### src/rtl/write_burst_framer.sv
// Write-path burst framer. It takes one burst length per burst and the matching
// write beats, then drives the AXI4 W channel with WLAST on the final beat.
// Each accepted length is held in an in-order queue until its B response
// arrives, and is then returned to the response FIFO. The queue occupancy is
// the number of outstanding bursts, and it limits how many new lengths are accepted.
module write_burst_framer #(
    parameter int DataWidth      = 512,
    parameter int BurstLenWidth  = 8,
    parameter int MaxOutstanding = 16
) (
    input  logic                     clk,
    input  logic                     rst_n,
    input  logic [BurstLenWidth-1:0] burst_len_dout,
    input  logic                     burst_len_empty_n,
    output logic                     burst_len_read,
    input  logic [DataWidth-1:0]     data_dout,
    input  logic                     data_empty_n,
    output logic                     data_read,
    output logic [DataWidth-1:0]     m_axi_wdata,
    output logic [DataWidth/8-1:0]   m_axi_wstrb,
    output logic                     m_axi_wlast,
    output logic                     m_axi_wvalid,
    input  logic                     m_axi_wready,
    input  logic                     m_axi_bvalid,
    output logic                     m_axi_bready,
    output logic [BurstLenWidth-1:0] write_resp_din,
    input  logic                     write_resp_full_n,
    output logic                     write_resp_write
);

    localparam int CntW = $clog2(MaxOutstanding + 1);
    localparam int PtrW = (MaxOutstanding > 1) ? $clog2(MaxOutstanding) : 1;

    typedef enum logic [0:0] {
        IDLE = 1'b0,
        DATA = 1'b1
    } state_t;

    state_t                   state_r;
    state_t                   state_s;
    logic [BurstLenWidth-1:0] beat_cnt_r;
    logic [BurstLenWidth-1:0] cur_len_r;
    logic [BurstLenWidth-1:0] len_q_r [MaxOutstanding];
    logic [PtrW-1:0]          wr_ptr_r;
    logic [PtrW-1:0]          rd_ptr_r;
    logic [CntW-1:0]          occ_r;
    logic [DataWidth-1:0]     wdata_r;
    logic                     wvalid_r;
    logic                     wlast_r;
    logic                     len_rd_s;
    logic                     data_rd_s;
    logic                     last_beat_s;
    logic                     bready_s;
    logic                     pop_s;

    // Advance a circular queue pointer, wrapping at the queue depth.
    function automatic logic [PtrW-1:0] ptr_next(input logic [PtrW-1:0] p);
        if (p == PtrW'(MaxOutstanding - 1)) begin
            return PtrW'(0);
        end else begin
            return p + PtrW'(1);
        end
    endfunction

    assign last_beat_s = (beat_cnt_r == cur_len_r);
    assign bready_s    = (occ_r != CntW'(0)) && write_resp_full_n;
    assign pop_s       = m_axi_bvalid && bready_s;

    // FSM next state and FIFO pop requests.
    always_comb begin
        state_s   = state_r;
        len_rd_s  = 1'b0;
        data_rd_s = 1'b0;
        case (state_r)
            IDLE: begin
                if (burst_len_empty_n && (occ_r < CntW'(MaxOutstanding))) begin
                    len_rd_s = 1'b1;
                    state_s  = DATA;
                end else begin
                    state_s  = IDLE;
                end
            end
            DATA: begin
                if (data_empty_n && (!wvalid_r || m_axi_wready)) begin
                    data_rd_s = 1'b1;
                    if (last_beat_s) begin
                        state_s = IDLE;
                    end else begin
                        state_s = DATA;
                    end
                end else begin
                    state_s = DATA;
                end
            end
            default: begin
                state_s = IDLE;
            end
        endcase
    end

    // FSM state register.
    always_ff @(posedge clk or negedge rst_n) begin
        if (!rst_n) begin
            state_r <= IDLE;
        end else begin
            state_r <= state_s;
        end
    end

    // Burst tracking: latch the length and count beats. The counter stops at cur_len on the final beat, so it cannot wrap.
    always_ff @(posedge clk or negedge rst_n) begin
        if (!rst_n) begin
            cur_len_r  <= {BurstLenWidth{1'b0}};
            beat_cnt_r <= {BurstLenWidth{1'b0}};
        end else if (len_rd_s) begin
            cur_len_r  <= burst_len_dout;
            beat_cnt_r <= {BurstLenWidth{1'b0}};
        end else if (data_rd_s && !last_beat_s) begin
            beat_cnt_r <= beat_cnt_r + BurstLenWidth'(1);
        end
    end

    // W channel output register: load on a data pop, hold while stalled, and drop valid after an unreplaced handshake.
    always_ff @(posedge clk or negedge rst_n) begin
        if (!rst_n) begin
            wdata_r  <= {DataWidth{1'b0}};
            wvalid_r <= 1'b0;
            wlast_r  <= 1'b0;
        end else if (data_rd_s) begin
            wdata_r  <= data_dout;
            wvalid_r <= 1'b1;
            wlast_r  <= last_beat_s;
        end else if (m_axi_wready) begin
            wvalid_r <= 1'b0;
            wlast_r  <= 1'b0;
        end
    end

    // Outstanding-length queue storage, written at the tail on each length pop.
    always_ff @(posedge clk or negedge rst_n) begin
        if (!rst_n) begin
            for (int i = 0; i < MaxOutstanding; i++) begin
                len_q_r[i] <= {BurstLenWidth{1'b0}};
            end
        end else if (len_rd_s) begin
            len_q_r[wr_ptr_r] <= burst_len_dout;
        end
    end

    // Queue pointers and occupancy. Occupancy is unchanged on a simultaneous push and pop.
    always_ff @(posedge clk or negedge rst_n) begin
        if (!rst_n) begin
            wr_ptr_r <= PtrW'(0);
            rd_ptr_r <= PtrW'(0);
            occ_r    <= CntW'(0);
        end else begin
            if (len_rd_s) begin
                wr_ptr_r <= ptr_next(wr_ptr_r);
            end
            if (pop_s) begin
                rd_ptr_r <= ptr_next(rd_ptr_r);
            end
            case ({len_rd_s, pop_s})
                2'b10:   occ_r <= occ_r + CntW'(1);
                2'b01:   occ_r <= occ_r - CntW'(1);
                default: occ_r <= occ_r;
            endcase
        end
    end

    assign burst_len_read   = len_rd_s;
    assign data_read        = data_rd_s;
    assign m_axi_wdata      = wdata_r;
    assign m_axi_wstrb      = {(DataWidth/8){1'b1}};
    assign m_axi_wlast      = wlast_r;
    assign m_axi_wvalid     = wvalid_r;
    assign m_axi_bready     = bready_s;
    assign write_resp_write = pop_s;
    assign write_resp_din   = len_q_r[rd_ptr_r];

endmodule
### config.mk
export PLATFORM = sky130hd
export DESIGN_NAME = write_burst_framer
export DESIGN_NICKNAME = d
export VERILOG_FILES = /design/src/rtl/write_burst_framer.sv
export SDC_FILE = /design/constraint.sdc
export NUM_CORES = 1
export LEC_CHECK = 0
export BUFFER_PORTS_ARGS = -buffer_cell sky130_fd_sc_hd__buf_2
export CAP_MARGIN = 10
export CELL_PAD_IN_SITES_DETAIL_PLACEMENT = 1
export CELL_PAD_IN_SITES_GLOBAL_PLACEMENT = 1
export CORE_AREA = 2 2 439 441
export CTS_BUF_LIST = sky130_fd_sc_hd__clkbuf_8
export CTS_CLUSTER_DIAMETER = 120
export DETAILED_ROUTE_END_ITERATION = 16
export DIE_AREA = 0 0 441 443
export GPL_ROUTABILITY_DRIVEN = 0
export GPL_TIMING_DRIVEN = 0
export PLACE_DENSITY_LB_ADDON = 0.25
export SYNTH_ARGS = -nofsm -noshare
export SYNTH_HDL_FRONTEND = slang
export SYNTH_SLANG_ARGS = --single-unit
### constraint.sdc
create_clock -name clk -period 2.97 [get_ports clk]
set_input_delay 0 -clock clk [delete_from_list [all_inputs] [get_ports clk]]
set_output_delay 0 -clock clk [all_outputs]
set_load 0.05 [all_outputs]
# [Word level (Yosys, flattened, before mapping)]
# Cells that the tools add are included.
[word_totals] elab_cells=76 regBits=672 input_bits=527 out_inout_bits=590
[op_classes] eq_ne=5 reduce_logical=13 n_bitwise=3 add_sub_neg=5 n_mux=21 n_lt_le_gt_ge=4
[op_table] cell="$bwmux 128" count=1
[op_table] cell="$mux 8" count=5
[op_table] cell="$bmux 8 s4" count=1
[op_table] cell="$demux 8 s4" count=1
[op_table] cell="$ge 5x5->1 const B" count=2
[op_table] cell="$not 4->5" count=2
[op_table] cell="$pmux 5 s2" count=1
[op_table] cell="$mux 1" count=9
[op_table] cell="$add 4x1->4 const B" count=2
[op_table] cell="$add 8x1->8 const B" count=1
[op_table] cell="$eq 4x4->1 const B" count=2
[op_table] cell="$eq 8x8->1" count=1
[op_table] cell="$mux 4" count=2
[op_table] cell="$logic_and 1x1->1" count=6
[op_table] cell="$reduce_bool 2->1" count=3
[op_table] cell="$add 5x1->5 const B" count=1
[op_table] cell="$lt 5x1->1 const B" count=1
[op_table] cell="$lt 5x5->1 const B" count=1
[op_table] cell="$reduce_bool 5->1" count=1
[op_table] cell="$sub 5x1->5 const B" count=1
[op_table] cell="$eq 2x1->1 const B" count=1
[op_table] cell="$eq 2x2->1 const B" count=1
[op_table] cell="$logic_not 1->1" count=2
[op_table] cell="$pmux 1 s2" count=1
[op_table] cell="other kinds (2)" count=2

# [Longest topological paths before layout]
[logic_depth] word_depth=8 depth_mapped=9 mapped_depth_nobuf=9

# [Worst setup path after synthesis]
# OpenSTA, ideal clock, no wires.
[synth_timing] kind="reg-to-reg" from="register occ_r[1]" to="register occ_r[4]" setup_ns=0.080 synth_period_minus_slack_ns=3.069 path_stages_with_launch=10 path_slack_ns=-0.099 arrival_time_ns=2.989 t_required_ns=2.890 path_buffers=0 cell_sequence="dfrtp_1 or4_4 o211ai_1 inv_1 ha_1 fa_1 a21o_1 a21oi_1 mux2i_1 xnor2_1"
[synth_via] word_cells_on_any_way=13 cone_classes="2 x add/sub; 1 x order compare; 2 x eq/ne; 3 x mux; 5 x reduce/logical"
[synth_rtl] element="from (decl)" line_no="46" rtl="logic [CntW-1:0] occ_r;"
[synth_rtl] element="from (signal assigned)" line_no="155" rtl="occ_r <= CntW'(0);"
[synth_rtl] element="from (signal assigned)" line_no="164" rtl="2'b10: occ_r <= occ_r + CntW'(1);"
[synth_rtl] element="from (signal assigned)" line_no="165" rtl="2'b01: occ_r <= occ_r - CntW'(1);"
[synth_rtl] element="$reduce_bool 5->1 (*)" line_no="66" rtl="assign bready_s = (occ_r != CntW'(0)) && write_resp_full_n;"
[synth_rtl] element="$logic_and 1x1->1 (*)" line_no="66"
[synth_rtl] element="$logic_and 1x1->1 (*)" line_no="67" rtl="assign pop_s = m_axi_bvalid && bready_s;"
[synth_rtl] element="via write_resp_write" line_no="28" rtl="output logic write_resp_write"
[synth_rtl] element="$eq 2x1->1 or $eq 2x2->1 (tied branches)" line_no="163" rtl="case ({len_rd_s, pop_s})"
[synth_rtl] element="$pmux 5 s2 or $reduce_bool 2->1 (tied branches)"
# Mark *: on every way through the listed nets, which the timed path passes. The rest lies on a longest branch.
# A chain may end at the register's enable or synchronous reset.

# [Final worst setup path]
[layout_timing] from="register rd_ptr_r[0]" to="output write_resp_din[5]"
[layout_via] elab_chain_cells=4
[layout_rtl] element="from (decl)" line_no="45" rtl="logic [PtrW-1:0] rd_ptr_r;"
[layout_rtl] element="from (signal assigned)" line_no="154" rtl="rd_ptr_r <= PtrW'(0);"
[layout_rtl] element="from (signal assigned)" line_no="161" rtl="rd_ptr_r <= ptr_next(rd_ptr_r);"
[layout_rtl] element="$not 4->5 (not written as such)" line_no="179" rtl="assign write_resp_din = len_q_r[rd_ptr_r];"
[layout_rtl] element="$bmux 8 s4" line_no="179"
[layout_rtl] element="$mux 8 (not written as such) (2 in series)" line_no="179"
[layout_rtl] element="to (decl)" line_no="26" rtl="output logic [BurstLenWidth-1:0] write_resp_din,"
# No other way between the ends. The select of a mux whose other input is x is not followed.

==> results.md <==
* Post-synth EDFFs at 0
* Worst Path Required at between 2000 and 3000 ps
* Worst-path cell chain: buf_12 > buf_12 > mux4_2 > nor2b_1 > a211oi_2 > a21oi_2 > buf_6
* Placed cell areas at around 0.036 mm²
* Final net count at 5651
* Most common flop cell mapped by yosys: dfrtp_1
* MaxCap Viol Count at 0
* Worst Hold Path Cells at 4
* Final Hold Viols at 0
* Clk sinks at roughly 670
* Final WL at 159000 µm
* Met3 wire len at approximately 12000 µm
* Post-synthesis area per instance at 9.86 µm²
* Later-pin clock latency in the skew report at 910 ps
* P per Cell Area at 830 mW/mm²
* Die Width at ~440 µm
* Synthesized area at 0.0274 mm²
* Pins Over Slew Limit at 0
* Final instance area at 0.0503 mm²
* Worst-path maximum fanout at 8
* Register area share after synthesis at approximately 61%
* Post-synth ARST share at 100%
* Routed metal-1 wirelength at around 62000 µm
* Die H at roughly 440 µm
* WL/cell at 20.4 µm
* Slew HR at 45.3%
* Worst vdd ir at 373 µV
* Period utilization at around 94%
* CP Capture Type: primary output
* Fmax at around 360 MHz
* Hold_ws at ~180 ps
* Root Driver: clkbuf_8
* Core ar. at 0.191 mm²
* Top Ports at around 1100
* Port bufs at approximately 1100
* CTS H-Tree Depth at 4
* Reg2Reg Depth at 10
* Clk_skew at around 41 ps
* Final min period at roughly 2800 ps
* Max stage delay on crit path at around 530 ps
* Worst-margin pin slew at approximately 800 ps
* Warnings from Yosys at 0
* Initial core utilization at 14.3%
* Leakage at 26.0 nW
* Top layer in use: met5
* Post-layout util at between 20% and 30%
* Initial antenna violation count at 56
* Die area at around 0.20 mm²
* Clock-pin slew on the worst setup and hold paths at around 60 ps
* First-pass GRT wire length at ~230000 µm
* Setup crit start kind: flip-flop
* Arrival time worst endpoint at between 2000 and 3000 ps
* Final setup TNS at 0 ps
* #FFs+latches synth at between 600 and 700
* Share of cells above drive strength 1 at between 30% and 40%
* Worst path slowest cell: mux4_2
* Total CTS buffers at ~140
* DR vias at between 20000 and 30000
* GR Overflow Total at 0
* Num rows at between 150 and 200
* Final setup vio count at 0
* Area delta synth->final at 83.4%
* HP Class: input port to flip-flop
* WS Path Type: flip-flop to primary output
* Gate count after technology mapping at around 2800
* Clock Tree Buf Depth at 3
* Vias per inst at ~3.7
* # DRC at 0
* Gr usage total at 15.9%
* Largest net degree at the start of global routing at between 100 and 150
* RSZ-0062 raised after global routing: true
* Final ANT Viol Nets at 0
* Initial drt markers at between 1000 and 1500
* Met2 wire len at slightly below 80000 µm
* CTS tree: built
* Status: finished clean
* Initial DRT Pass Iterations at 5
* Most frequent CP cell: buf_12
* Vias in the first global route at 31200
* Detailed Place HPWL at between 100000 and 150000 µm
* Yosys cell types at 54
## kinds of logic (layout without fill, tap and decap cells)
logic type / count (synthesis) / count (layout) / share of synthesized area (%)
AND/OR/NAND/NOR: 1632 / 1632 / 23.2
buffers and inverters: 219 / 2596 / 4.47
other: 1 / 83 / 0.0137
AO/OA/AOI/OAI: 55 / 55 / 1.39
flip-flops: 672 / 672 / 61.3
adder cells (fa/ha/maj): 11 / 11 / 0.529
XOR/XNOR: 16 / 16 / 0.511
multiplexers: 174 / 174 / 8.51
## registers in the layout (all words and copies together) (netlist names)
| register | flops |
|---|---|
| beat_cnt_r | 8 |
| occ_r | 5 |
| len_q_r | 128 |
| m_axi_wvalid | 1 |
| rd_ptr_r | 4 |
| m_axi_wlast | 1 |
| m_axi_wdata | 512 |
| state_r | 1 |
| wr_ptr_r | 4 |
| cur_len_r | 8 |
## where the power goes
group          switching [mW]  leakage (nW)  total, mW  internal [mW]
combinational            13.4          15.9       18.2           4.81
sequential               1.54          8.46       13.0           11.4
clock                    4.85          1.69       10.6           5.71
## final cells by class
type | instances | area (µm²)
Antenna cell | 19 | 47.5
Buffer | 208 | 1250
Clock buffer | 181 | 2490
Clock inverter | 69 | 472
Fill cell | 22500 | 141000
Inverter | 9 | 35.0
Multi-Input combinational cell | 1952 | 9780
Sequential cell | 672 | 16800
Tap cell | 2526 | 3160
Timing Repair Buffer | 2129 | 16200
## cells in the mapped netlist, types with 7 or more instances
cell type / n / area share, %
nand2_1: 1577 / 22
dfrtp_1: 672 / 61
mux2_2: 119 / 4.9
buf_4: 76 / 2.1
buf_2: 62 / 1.1
clkbuf_1: 56 / 0.77
mux4_2: 32 / 2.6
xnor2_1: 14 / 0.45
mux2i_1: 13 / 0.47
a21oi_1: 12 / 0.22
buf_1: 12 / 0.16
nand3_2: 12 / 0.44
nor2b_1: 12 / 0.27
ha_1: 10 / 0.46
o21ai_0: 10 / 0.18
a211oi_1: 8 / 0.22
mux2_4: 8 / 0.44
inv_1: 7 / 0.096
## per-layer routing
metal,GRT usage (%),vias to the layer above
li1,-,13300
met1,17.9,14100
met2,27.7,837
met3,5.63,250
met4,5.47,2
met5,0,-
## per-stage QoR
stage | cells | power [mW] | setup WS, ps
floorplan | 2843 | 23.8 | 27.0
global placement | 6421 | 29.7 | -14980
detailed placement | 6428 | 29.8 | -386
CTS | 7744 | 42.5 | -24.9
global route | 7762 | 44.2 | -23.9
finish | 7765 | 41.7 | 174
## cells in the final DEF (no fill, tap or decap), drive strengths merged, types with 2 or more instances in the layout
master and count:
bufinv 2, mux4 32, xor2 2, mux2 129
o21ai 11, a41oi 4, a211oi 8, a21o 3
nor2 6, dfrtp 672, o211a 4, xnor2 14
inv 57, nand4 3, nor3 2, a21oi 12
nand2b 3, nand3 17, nand2 1580, conb 64
o2111ai 2, and4 2, mux2i 13, nor2b 12
o211ai 6, dlygate4sd3 1059, buf 1223, clkinv 19
clkbuf 236, ha 10, diode 19
## final timing paths
check | slack, ps | from | end
setup / recovery | 170 | rd_ptr_r[0] | write_resp_din[5]
min in group asynchronous | 200 | rst_n | m_axi_wdata[179]
setup reg to reg | 210 | occ_r[1] | occ_r[4]
hold reg to reg | 470 | m_axi_wdata[60] | m_axi_wdata[60]
max in group asynchronous | 350 | rst_n | m_axi_wdata[367]
hold / removal | 180 | data_dout[472] | m_axi_wdata[472]
## critical path: cells and delay by family, from the launching register on
kind,cells,cell delay (ps)
multiplexers,1,530
buffers and inverters,3,500
flip-flops,1,400
AO/OA/AOI/OAI,2,320
AND/OR/NAND/NOR,1,170
## what timing repair did
item                                    in CTS  in global routing
endpoints found under the setup margin      13                 12
hold endpoints to repair                  1056                  0
resized for setup                           62                  9
cloned                                       1                  0
setup buffers                                7                  2
hold buffers                              1060                  0
pin swaps                                    4                  7
(Power assumes the default switching activity.)
